File: src/rtl/pc_sequencer.sv
// Program counter owner for the fetch stage: picks the next PC from PC+4, an execute-stage
// redirect or the trap vector. Adds a one-cycle flush bubble after redirects and halts on misaligned targets.
module pc_sequencer #(
  parameter logic [31:0] RESET_PC   = 32'h0000_0000,
  parameter logic [31:0] TRAP_PC    = 32'h0000_0100,
  parameter logic [31:0] ALIGN_MASK = 32'h0000_0003
) (
  input  logic        clk,
  input  logic        rst_n,
  input  logic        stall,
  input  logic        br_valid,
  input  logic        br_taken,
  input  logic [31:0] br_target,
  output logic        br_ready,
  input  logic        trap_req,
  input  logic        resume,
  output logic [31:0] pc,
  output logic [31:0] pc_plus4,
  output logic        fetch_valid,
  output logic        flush,
  output logic        misalign_err,
  output logic [31:0] err_addr
);

  typedef enum logic [1:0] {BOOT, RUN, FLUSH, HALT} state_t;

  state_t      state, state_next;
  logic [31:0] pc_next;
  logic        misalign_err_next;
  logic [31:0] err_addr_next;
  logic [31:0] seq_pc;
  logic        misaligned;

  assign pc_plus4   = pc + 32'd4;
  assign seq_pc     = stall ? pc : pc_plus4;
  assign misaligned = |(br_target & ALIGN_MASK);

  // All handshake/status outputs are decoded from state only.
  assign fetch_valid = (state == RUN) || (state == FLUSH);
  assign flush       = (state == FLUSH);
  assign br_ready    = (state == RUN);

  always_ff @(posedge clk or negedge rst_n) begin
    if (!rst_n) begin
      state        <= BOOT;
      pc           <= RESET_PC;
      misalign_err <= 1'b0;
      err_addr     <= 32'h0;
    end else begin
      state        <= state_next;
      pc           <= pc_next;
      misalign_err <= misalign_err_next;
      err_addr     <= err_addr_next;
    end
  end

  always_comb begin
    state_next        = state;
    pc_next           = pc;
    misalign_err_next = misalign_err;
    err_addr_next     = err_addr;
    case (state)
      BOOT: state_next = RUN;
      RUN: begin
        if (trap_req) begin
          pc_next    = TRAP_PC;
          state_next = FLUSH;
        end else if (br_valid && br_taken && !misaligned) begin
          pc_next    = br_target;
          state_next = FLUSH;
        end else if (br_valid && br_taken) begin
          misalign_err_next = 1'b1;
          err_addr_next     = br_target;
          state_next        = HALT;
        end else begin
          pc_next = seq_pc;
        end
      end
      FLUSH: begin
        // Branches are not accepted here; only a trap can redirect again.
        if (trap_req) begin
          pc_next    = TRAP_PC;
          state_next = FLUSH;
        end else begin
          pc_next    = seq_pc;
          state_next = RUN;
        end
      end
      HALT: begin
        if (resume) begin
          pc_next           = TRAP_PC;
          misalign_err_next = 1'b0;
          state_next        = FLUSH;
        end
      end
      default: state_next = BOOT;
    endcase
  end

endmodule
File: config.mk
export PLATFORM = sky130hd
export DESIGN_NAME = pc_sequencer
export DESIGN_NICKNAME = d
export VERILOG_FILES = /design/src/rtl/pc_sequencer.sv
export SDC_FILE = /design/constraint.sdc
export NUM_CORES = 1
export LEC_CHECK = 0
export ABC_AREA = 0
export BUFFER_PORTS_ARGS = -buffer_cell sky130_fd_sc_hd__buf_4
export CAP_MARGIN = 5
export CORE_MARGIN = 1
export CORE_UTILIZATION = 42
export CTS_CLUSTER_SIZE = 30
export DETAILED_ROUTE_END_ITERATION = 16
export HOLD_SLACK_MARGIN = 0.1
export PLACE_DENSITY = 0.74
export SLEW_MARGIN = 40
export SYNTH_ARGS = -nofsm -noshare
export SYNTH_HDL_FRONTEND = slang
export SYNTH_SLANG_ARGS = --single-unit
File: constraint.sdc
create_clock -name clk -period 2.5 [get_ports clk]
set_input_delay 0.25 -clock clk [delete_from_list [all_inputs] [get_ports clk]]
set_output_delay 0.25 -clock clk [all_outputs]
set_load 0.05 [all_outputs]
==> reports/results.tsv, run 1 <==
metric	value	unit
ant_nets	0	
clockBufferDepth	2	
drive_above_1_share	0.4638	
synth_ff_type	dfrtp_1	
cts_tree	done	
yosysUniqueCellTypes	58	
crit_top_cell	nand3_4	
synth_edf_count	0	
die_w	100.6	microns
area_growth	47.81	%
ir_worst_vdd	588.1	uV
path_clk_slew	0.08	ns
final_nets	647	
seq_area_frac_synth	0.4104	
avgSynthCellArea	9.327	sq um
final_hold_viol_count	0	
finalHoldWorstSlack	0.1298	ns
crit_type	reg2out	
worst_ep_arrival_time	2.24	ns
critPathTopFamily	simple AND/OR/NAND/NOR gates	
ios	139	
htreeDepth	3	
gr-total-overflow	0	
syn_inst	438	
critPathLaunchType	flip-flop	
min_period	2.492	ns
relSlewSlack	0.4790	
vias_per_cell	5.592	
drc	0	
tightest_slew	0.7764	ns
n_antenna_cell	0	
async_flop_share	1.000	
path_cells	ha_4 > nand3_4 > nor4_4 > buf_4 > nand3_4 > nor2_4 > xor2_4 > buf_6	
p_per_area	1008	nW/um^2
worst_slack	0.008254	ns
gp_congestion	0.8550	
syn-num-nets	482	
wirelength	12730	microns
start_util	0.4380	
cts_buffers	9	
required	2.25	ns
cp_slowest_stage_delay	0.43	ns
fillers	802	
synth_area	4085	sq um
rows	35	
clock_latency	0.35	ns
multi_input_area	2520	sq um
num_vias	4121	
grt_use_total	0.2497	
grt_pass1_wl	19520	microns
cp.buffers_inverters	2	
critPathSlowestCell	dfrtp_2	
setup_viol	0	
antenna_found_initial	0	
drt_first_pass_iters	4	
coreArea	9328	sq um
yosysWarnings	0	
routedWlPerCell	17.28	microns
cp_max_fo	6	
clkSinkCount	67	
max-cap-violations	0	
grt_pass1_vias	3917	
dr.first_iter.drc_count	222	
skew	0.01271	ns
die_y	100.6	microns
port_buffers	138	
grt_max_degree	68	
rsz0062_at_grt	true	
dp_hpwl	8985	microns
period_share	0.9967	
cp-end-kind	primary output	
dieArea	10130	sq um
status	completed	
area.sequential	1695	sq um
root_buffer	clkbuf_8	
leakagePower	2.791	nW
fmax	401.3	MHz
finalMaxSlewViolations	0	
synth_seq_cells	67	
dp_slack	0.2158	ns
hold_path_class	in2reg	
==> cells by family (layout without fill, tap and decap cells) <==
group / count (synthesis) / after routing / share of synthesized area
adders and majority gates: 5 / 5 / 0.01531
buffers and inverters: 44 / 214 / 0.04563
xor gates and xnor gates: 29 / 29 / 0.06217
muxes: 31 / 31 / 0.08514
DFF: 67 / 67 / 0.4104
and+or+nand+nor: 150 / 150 / 0.1969
AOI/OAI and AO/OA: 112 / 112 / 0.1844
==> layer usage <==
metal  up-vias  GRT usage  part of all wire
met5         -          0                 0
met4         0     0.1171             0.024
li1       1924          -                 -
met1      1996     0.3128              0.40
met3        23    0.04646             0.076
met2       178     0.4173              0.50
==> worst reg2reg max path, stage by stage, from the launching register on <==
cell      delay (ns)
dfrtp_2         0.43
ha_4            0.18
nand3_4         0.12
nor4_4          0.36
buf_4           0.18
nand3_4         0.12
buf_4           0.19
buf_4           0.13
o31a_1          0.28
a211oi_2        0.18
==> layout by cell type, fill, tap and decap left out, types with 4 or more instances in the layout <==
master	instances
o21ai_0	23
nand4_1	9
mux2_2	30
xnor2_2	10
buf_6	7
inv_1	16
nor2_4	5
xnor2_1	7
clkbuf_8	9
dfrtp_2	15
a21o_1	5
xor2_1	5
o31ai_1	6
and2_1	5
nand2_1	49
a22o_1	9
dlygate4sd3_1	4
nand3_1	12
a22oi_1	4
dfrtp_1	52
nor2_1	21
o21a_1	4
nor3_1	8
a21oi_1	28
buf_4	170
ha_1	4
a211oi_1	8
==> through the flow <==
step	setup TNS (ns)	cells	total power (W)	cell area, sq um	utilization
after floorplan	-0.1186	438	0.004028	4249	-
after global placement	0	696	0.005049	5475	0.5870
after detailed placement	0	696	0.005116	5484	0.5879
after CTS	0	717	0.006043	5763	0.6178
after global routing	-0.3415	737	0.006368	6038	0.6474
final	0	737	0.006087	6038	0.6474
==> synthesized netlist by cell type, drive strengths merged, types with 4 or more instances <==
| master | count | share of area |
|---|---|---|
| a2111oi | 5 | 0.014 |
| a211oi | 10 | 0.020 |
| a21o | 5 | 0.0092 |
| a21oi | 28 | 0.034 |
| a22o | 9 | 0.019 |
| a22oi | 4 | 0.0074 |
| and2 | 6 | 0.0092 |
| buf | 12 | 0.016 |
| clkbuf | 16 | 0.015 |
| dfrtp | 67 | 0.41 |
| ha | 5 | 0.015 |
| inv | 16 | 0.015 |
| mux2 | 30 | 0.083 |
| nand2 | 50 | 0.047 |
| nand3 | 17 | 0.026 |
| nand4 | 10 | 0.019 |
| nor2 | 28 | 0.026 |
| nor3 | 10 | 0.012 |
| nor4 | 6 | 0.017 |
| o21a | 4 | 0.0074 |
| o21ai | 24 | 0.029 |
| o31ai | 6 | 0.011 |
| or2 | 4 | 0.0061 |
| xnor2 | 18 | 0.039 |
| xor2 | 11 | 0.024 |
==> report_power, final <==
| part | leakage, nW | total [W] | switching [W] | internal [W] |
|---|---|---|---|---|
| registers | 0.849 | 0.00167 | 0.000250 | 0.00142 |
| logic | 1.85 | 0.00351 | 0.00237 | 0.00114 |
| clock network | 0.0906 | 0.000905 | 0.000443 | 0.000462 |
==> timing repair <==
| action | in CTS | in global routing |
|---|---|---|
| endpoints found under the setup margin | 11 | 14 |
| hold buffers | 4 | 0 |
| pin swaps | 1 | 8 |
| hold endpoints to repair | 70 | 0 |
| gates resized for setup | 11 | 26 |
| buffers inserted | 1 | 20 |
==> sequential cells by signal, summed over array words and instances, names as in the netlist <==
register      flops
err_addr         32
pc               32
state             2
misalign_err      1
==> path summary, 6_finish.rpt <==
| path | end | startpoint | cells past startpoint | slack [ns] |
|---|---|---|---|---|
| max | pc_plus4[30] | pc[2] | 8 | 0.008 |
| min reg2reg | err_addr[1] | err_addr[1] | 2 | 0.49 |
| min | pc[16] | br_target[16] | 3 | 0.13 |
| min in group asynchronous | err_addr[4] | rst_n | 2 | 0.47 |
| max reg2reg | pc[30] | pc[2] | 9 | 0.25 |
| max in group asynchronous | pc[11] | rst_n | 2 | 1.56 |
==> area by class of cell <==
class,instances,area share
multi-input combinational,327,0.4173
clock inverter,4,0.008496
clock buffer,12,0.02238
timing repair buffer,182,0.2344
tap,129,0.02673
sequential,67,0.2808
inverter,16,0.009946
No activity file was read; power rests on OpenSTA's default activity.
==> run 2, diff against run 1 <==
--- a/config.mk
+++ b/config.mk
@@ -5,15 +5,15 @@
 export SDC_FILE = /design/constraint.sdc
 export NUM_CORES = 1
 export LEC_CHECK = 0
-export ABC_AREA = 0
+export ABC_AREA = 1
 export BUFFER_PORTS_ARGS = -buffer_cell sky130_fd_sc_hd__buf_4
 export CAP_MARGIN = 5
 export CORE_MARGIN = 1
-export CORE_UTILIZATION = 42
+export CORE_UTILIZATION = 52
 export CTS_CLUSTER_SIZE = 30
 export DETAILED_ROUTE_END_ITERATION = 16
 export HOLD_SLACK_MARGIN = 0.1
-export PLACE_DENSITY = 0.74
+export PLACE_DENSITY = 0.86
 export SLEW_MARGIN = 40
 export SYNTH_ARGS = -nofsm -noshare
 export SYNTH_HDL_FRONTEND = slang
==> reports/results.tsv, run 2 <==
metric	value	unit
gp_congestion	0.9638	
synth.most_common_cell	nand2_1	
postLayoutCellArea	5662	sq um
dp_hpwl	9897	microns
routedWlPerCell	14.64	microns
port_buffers	138	
yosysUniqueCellTypes	31	
cts_tree	done	
clock_latency	0.35	ns
setup_tns	0	ns
yosys.area.top_type	dfrtp_1	
fillers	659	
dr.first_iter.drc_count	344	
netlist.area_leader.share	0.3856	
synth_common_cells	250 x nand2_1, 72 x nor2_1, 68 x inv_1	
root_buffer	clkbuf_8	
fin_util	0.7178	
async_flop_share	1.000	
start_util	0.5512	
path_clk_slew	0.08	ns
p_sw_frac	0.5666	
num_vias	4714	
cp-end-kind	primary output	
period_share	0.9456	
grt_pass1_vias	4362	
area_growth	30.22	%
coreArea	7888	sq um
drt_first_pass_iters	5	
vias_per_cell	5.291	
power	0.007034	W
htreeDepth	3	
required	2.25	ns
seq_area_frac_synth	0.3856	
hold_path_class	in2reg	
final_nets	828	
grt_max_degree	68	
drive_above_1_share	0.2408	
combPwrFrac	0.614	
fmax	423.0	MHz
power.switching	0.003985	W
n_antenna_cell	0	
synth_edf_count	0	
skew	0.01120	ns
drc	0	
rows	32	
crit_type	reg2out	
layout_common_cells	250 x nand2_1, 144 x buf_4, 72 x nor2_1	
pwr-share-clk	0.119	
syn-num-nets	692	
gr-total-overflow	0	
internal-power	0.003048	W
synthTopCellsByArea	dfrtp_1 39%, nand2_1 22%, nor2_1 6.2%	
tightest_slew	0.7236	ns
grt_use_total	0.3176	
pwr-share-seq	0.267	
cts_buffers	9	
ir_worst_vdd	801.8	uV
critPathLaunchType	flip-flop	
clkSinkCount	67	
yosysWarnings	0	
wirelength	13050	microns
die_w	93.44	microns
ant_nets	0	
worst_ep_arrival_time	2.11	ns
top_regs	err_addr: 32 flops, pc: 32 flops, state: 2 flops	
synth_seq_cells	67	
grt_pass1_wl	21380	microns
setup_viol	0	
placedInstanceArea	5475	sq um
min_period	2.364	ns
finalMaxSlewViolations	0	
syn_inst	648	
ios	139	
synth_area	4348	sq um
final_hold_viol_count	0	
rsz0062_at_grt	false	
cp_max_fo	6	
clockBufferDepth	2	
leakagePower	3.115	nW
status	completed	
synth_ff_type	dfrtp_1	
max-cap-violations	0	
dieArea	8731	sq um
relSlewSlack	0.5170	
p_per_area	1242	nW/um^2
layout_commonest_cell	nand2_1	
die_y	93.44	microns
antenna_found_initial	0	
avgSynthCellArea	6.710	sq um
-- run 2: changes by cell type after synthesis, moves of 8 or more --
cell / previous run / this run
nand2_1: 49 / 250
inv_1: 16 / 68
nor2_1: 28 / 72
mux2_2: 30 / 0
nand3_1: 13 / 35
xnor2_1: 18 / 3
a211oi_1: 9 / 0
a22o_1: 9 / 0
nand4_1: 9 / 1
-- run 2: layout make-up --
class                      instances  area [sq um]  share of cell area
clock inverter                     7         51.30            0.009061
sequential                        67          1678              0.2964
clock buffer                       9         123.9             0.02188
multi-input combinational        490          2316              0.4091
tap                              102         127.6             0.02254
inverter                          70         262.8             0.04641
timing repair buffer             146          1102              0.1947
-- run 2: repair_timing --
item / in CTS / in global routing
endpoints found under the hold margin: 67 / 0
hold buffers: 1 / 0
buffers inserted: 0 / 0
resized for setup: 0 / 1
endpoints found under the setup margin: 0 / 4
-- run 2: worst max-delay path, cell delays in order, from the launching register on --
cell and delay [ns]:
dfrtp_1 0.42, ha_1 0.21, inv_1 0.08, nor2_4 0.21
nand2_4 0.12, nor2_1 0.22, nand3_1 0.13, and2_1 0.18
buf_4 0.19
-- run 2: worst paths after layout --
| path | slack [ns] | endpoint | depth (start not counted) | start |
|---|---|---|---|---|
| worst max-delay path | 0.14 | pc_plus4[28] | 8 | pc[3] |
| worst min-delay path | 0.11 | err_addr[27] | 3 | br_target[27] |
| worst max register to register | 0.25 | pc[6] | 9 | state[0] |
| worst min register to register | 0.49 | err_addr[1] | 2 | err_addr[1] |
| max in group asynchronous | 1.58 | pc[2] | 2 | rst_n |
| min in group asynchronous | 0.47 | err_addr[2] | 2 | rst_n |
-- run 2: power by group through the flow --
stage	registers [W]	clock network, W	logic [W]
after floorplan	0.00314	0	0.00175
after global placement	0.00187	0	0.00424
after detailed placement	0.00189	0	0.00431
after CTS	0.00187	0.000850	0.00432
after global routing	0.00193	0.000903	0.00459
final	0.00188	0.000836	0.00432
-- run 2: routing by layer --
metal | track usage | share of wire
met1 | 0.4268 | 0.42
met2 | 0.5018 | 0.47
met3 | 0.05772 | 0.084
met4 | 0.1385 | 0.030
met5 | 0 | 0
-- run 2: metrics by stage --
step	cells	worst slack, ns	hold slack [ns]
after floorplan	648	0.004009	-0.04559
after global placement	874	0.4616	0.4104
after detailed placement	874	0.2930	0.2946
after CTS	891	0.09901	0.1033
after global routing	891	0.01605	0.1019
final	891	0.1359	0.1145
-- run 2: cell families (layout without fill, tap and decap cells) --
| family | after synthesis | after routing | synth area share |
|---|---|---|---|
| fa+ha+maj | 5 | 5 | 0.01439 |
| simple gates | 399 | 399 | 0.3905 |
| xor+xnor | 14 | 14 | 0.03511 |
| buf+inv | 91 | 232 | 0.08345 |
| flops | 67 | 67 | 0.3856 |
| compound gates | 72 | 72 | 0.09094 |
==> run 3, diff against run 2 <==
--- a/config.mk
+++ b/config.mk
@@ -8,7 +8,7 @@
 export ABC_AREA = 1
 export BUFFER_PORTS_ARGS = -buffer_cell sky130_fd_sc_hd__buf_4
 export CAP_MARGIN = 5
-export CORE_MARGIN = 1
+export CORE_MARGIN = 5
 export CORE_UTILIZATION = 52
 export CTS_CLUSTER_SIZE = 30
 export DETAILED_ROUTE_END_ITERATION = 16
==> reports/results.tsv, run 3 (synthesis results as in run 2) <==
metric	value	unit
dp_hpwl	10810	microns
gr-total-overflow	0	
relSlewSlack	0.6690	
post_cts_buffers	0	
leakagePower	3.176	nW
ant_nets	0	
rsz0062_at_grt	false	
cts_tree	done	
vias_per_cell	5.206	
start_util	0.5318	
finalMaxSlewViolations	0	
timing.rr.start	state[1]	
num_vias	4711	
holdPathStages	3	
max-cap-violations	0	
fmax	417.7	MHz
dr.first_iter.drc_count	284	
n_antenna_cell	0	
r2r_cells	10	
cp.buffers_inverters	3	
worst_ep_arrival_time	2.14	ns
cp-end-kind	primary output	
die_w	101.4	microns
grt_max_degree	46	
area_growth	33.44	%
p_per_area	1245	nW/um^2
worstReg2RegEnd	pc[9]	
antenna_found_initial	0	
skew	0.008977	ns
path_cells	ha_1 > inv_1 > nor2_4 > inv_1 > nor2_4 > nand3_1 > and2_1 > buf_4	
hold_start	br_target[13]	
r2r_slack	0.40	ns
wirelength	13770	microns
final_hold_viol_count	0	
ir_worst_vdd	1137	uV
rows	33	
fin_util	0.7097	
critPathTopFamily	simple AND/OR/NAND/NOR gates	
grt_pass1_wl	22230	microns
setup_tns	0	ns
grt_use_total	0.2728	
crit_type	reg2out	
clockBufferDepth	2	
grt_pass1_vias	4580	
path_clk_slew	0.08	ns
tightest_slew	0.4934	ns
port_buffers	138	
drc	0	
root_buffer	clkbuf_8	
ios	139	
setup_viol	0	
multi_input_area	2318	sq um
drive_above_1_share	0.2400	
coreArea	8175	sq um
dieArea	10290	sq um
die_y	101.4	microns
cp_slowest_stage_delay	0.44	ns
layout_common_cells	250 x nand2_1, 147 x buf_4, 71 x nor2_1	
clock_latency	0.35	ns
min_period	2.394	ns
fillers	695	
hold_path_class	in2reg	
final_nets	839	
drt_first_pass_iters	5	
holdPathEnd	err_addr[13]	
layout_commonest_cell	nand2_1	
clkSinkCount	67	
routedWlPerCell	15.22	microns
period_share	0.9576	
critPathLaunchType	flip-flop	
required	2.25	ns
critPathSlowestCell	dfrtp_1	
cts_buffers	9	
top_regs	err_addr: 32 flops, pc: 32 flops, state: 2 flops	
htreeDepth	3	
status	completed	
gp_congestion	0.9761	
area.sequential	1677	sq um
cp_max_fo	6	
## run 3: worst max path at each step
stage	from	to	cells after the start
after floorplan	pc[2]	pc[8]	7
after global placement	pc[2]	pc_plus4[28]	8
after detailed placement	state[1]	pc[2]	10
after CTS	pc[3]	pc_plus4[28]	8
after global routing	pc[2]	pc_plus4[24]	10
final	pc[3]	pc_plus4[30]	8
## run 3: through the flow
| stage | hold slack (ns) | cell area (sq um) | total power [W] | std cells | worst slack, ns |
|---|---|---|---|---|---|
| final | 0.1086 | 5802 | 0.007225 | 905 | 0.1060 |
| after global routing | 0.1089 | 5802 | 0.007612 | 905 | 0.006563 |
| after CTS | 0.1011 | 5789 | 0.007240 | 904 | 0.09198 |
| after detailed placement | 0.1836 | 5510 | 0.006281 | 880 | 0.4627 |
| after global placement | 0.4055 | 5490 | 0.006182 | 879 | 0.5452 |
| after floorplan | -0.04559 | 4355 | 0.004889 | 648 | 0.004009 |
## run 3: layer usage
metal | global-route usage | wire (microns) | vias to the layer above
met5 | 0 | 0 | -
met4 | 0.1299 | 467 | 0
met3 | 0.04683 | 977 | 35
met2 | 0.4562 | 6762 | 186
met1 | 0.3428 | 5564 | 2190
li1 | - | - | 2300
## run 3: area by class of cell
cell class	instances	share of cell area
repair buffers	157	0.2092
inverters	70	0.04529
clock buffers	10	0.02200
well taps	105	0.02264
multi-input cells	490	0.3996
clock inverters	6	0.01229
flip-flops and latches	67	0.2890
## run 3: power by group
part | internal, W | leakage, nW | switching (W)
combinational | 0.00124 | 2.22 | 0.00315
sequential | 0.00148 | 0.867 | 0.000407
clock | 0.000472 | 0.0939 | 0.000469
## run 3: worst min-delay path: cells and delay by family
kind / cells / cell delay (ns)
AND/OR/NAND/NOR: 2 / 0.09
buffers and inverters: 1 / 0.09
## run 3: timing repair
action	in CTS	in global routing
gates resized for setup	0	1
hold buffers	8	1
hold endpoints to repair	30	1
setup endpoints to repair	0	1
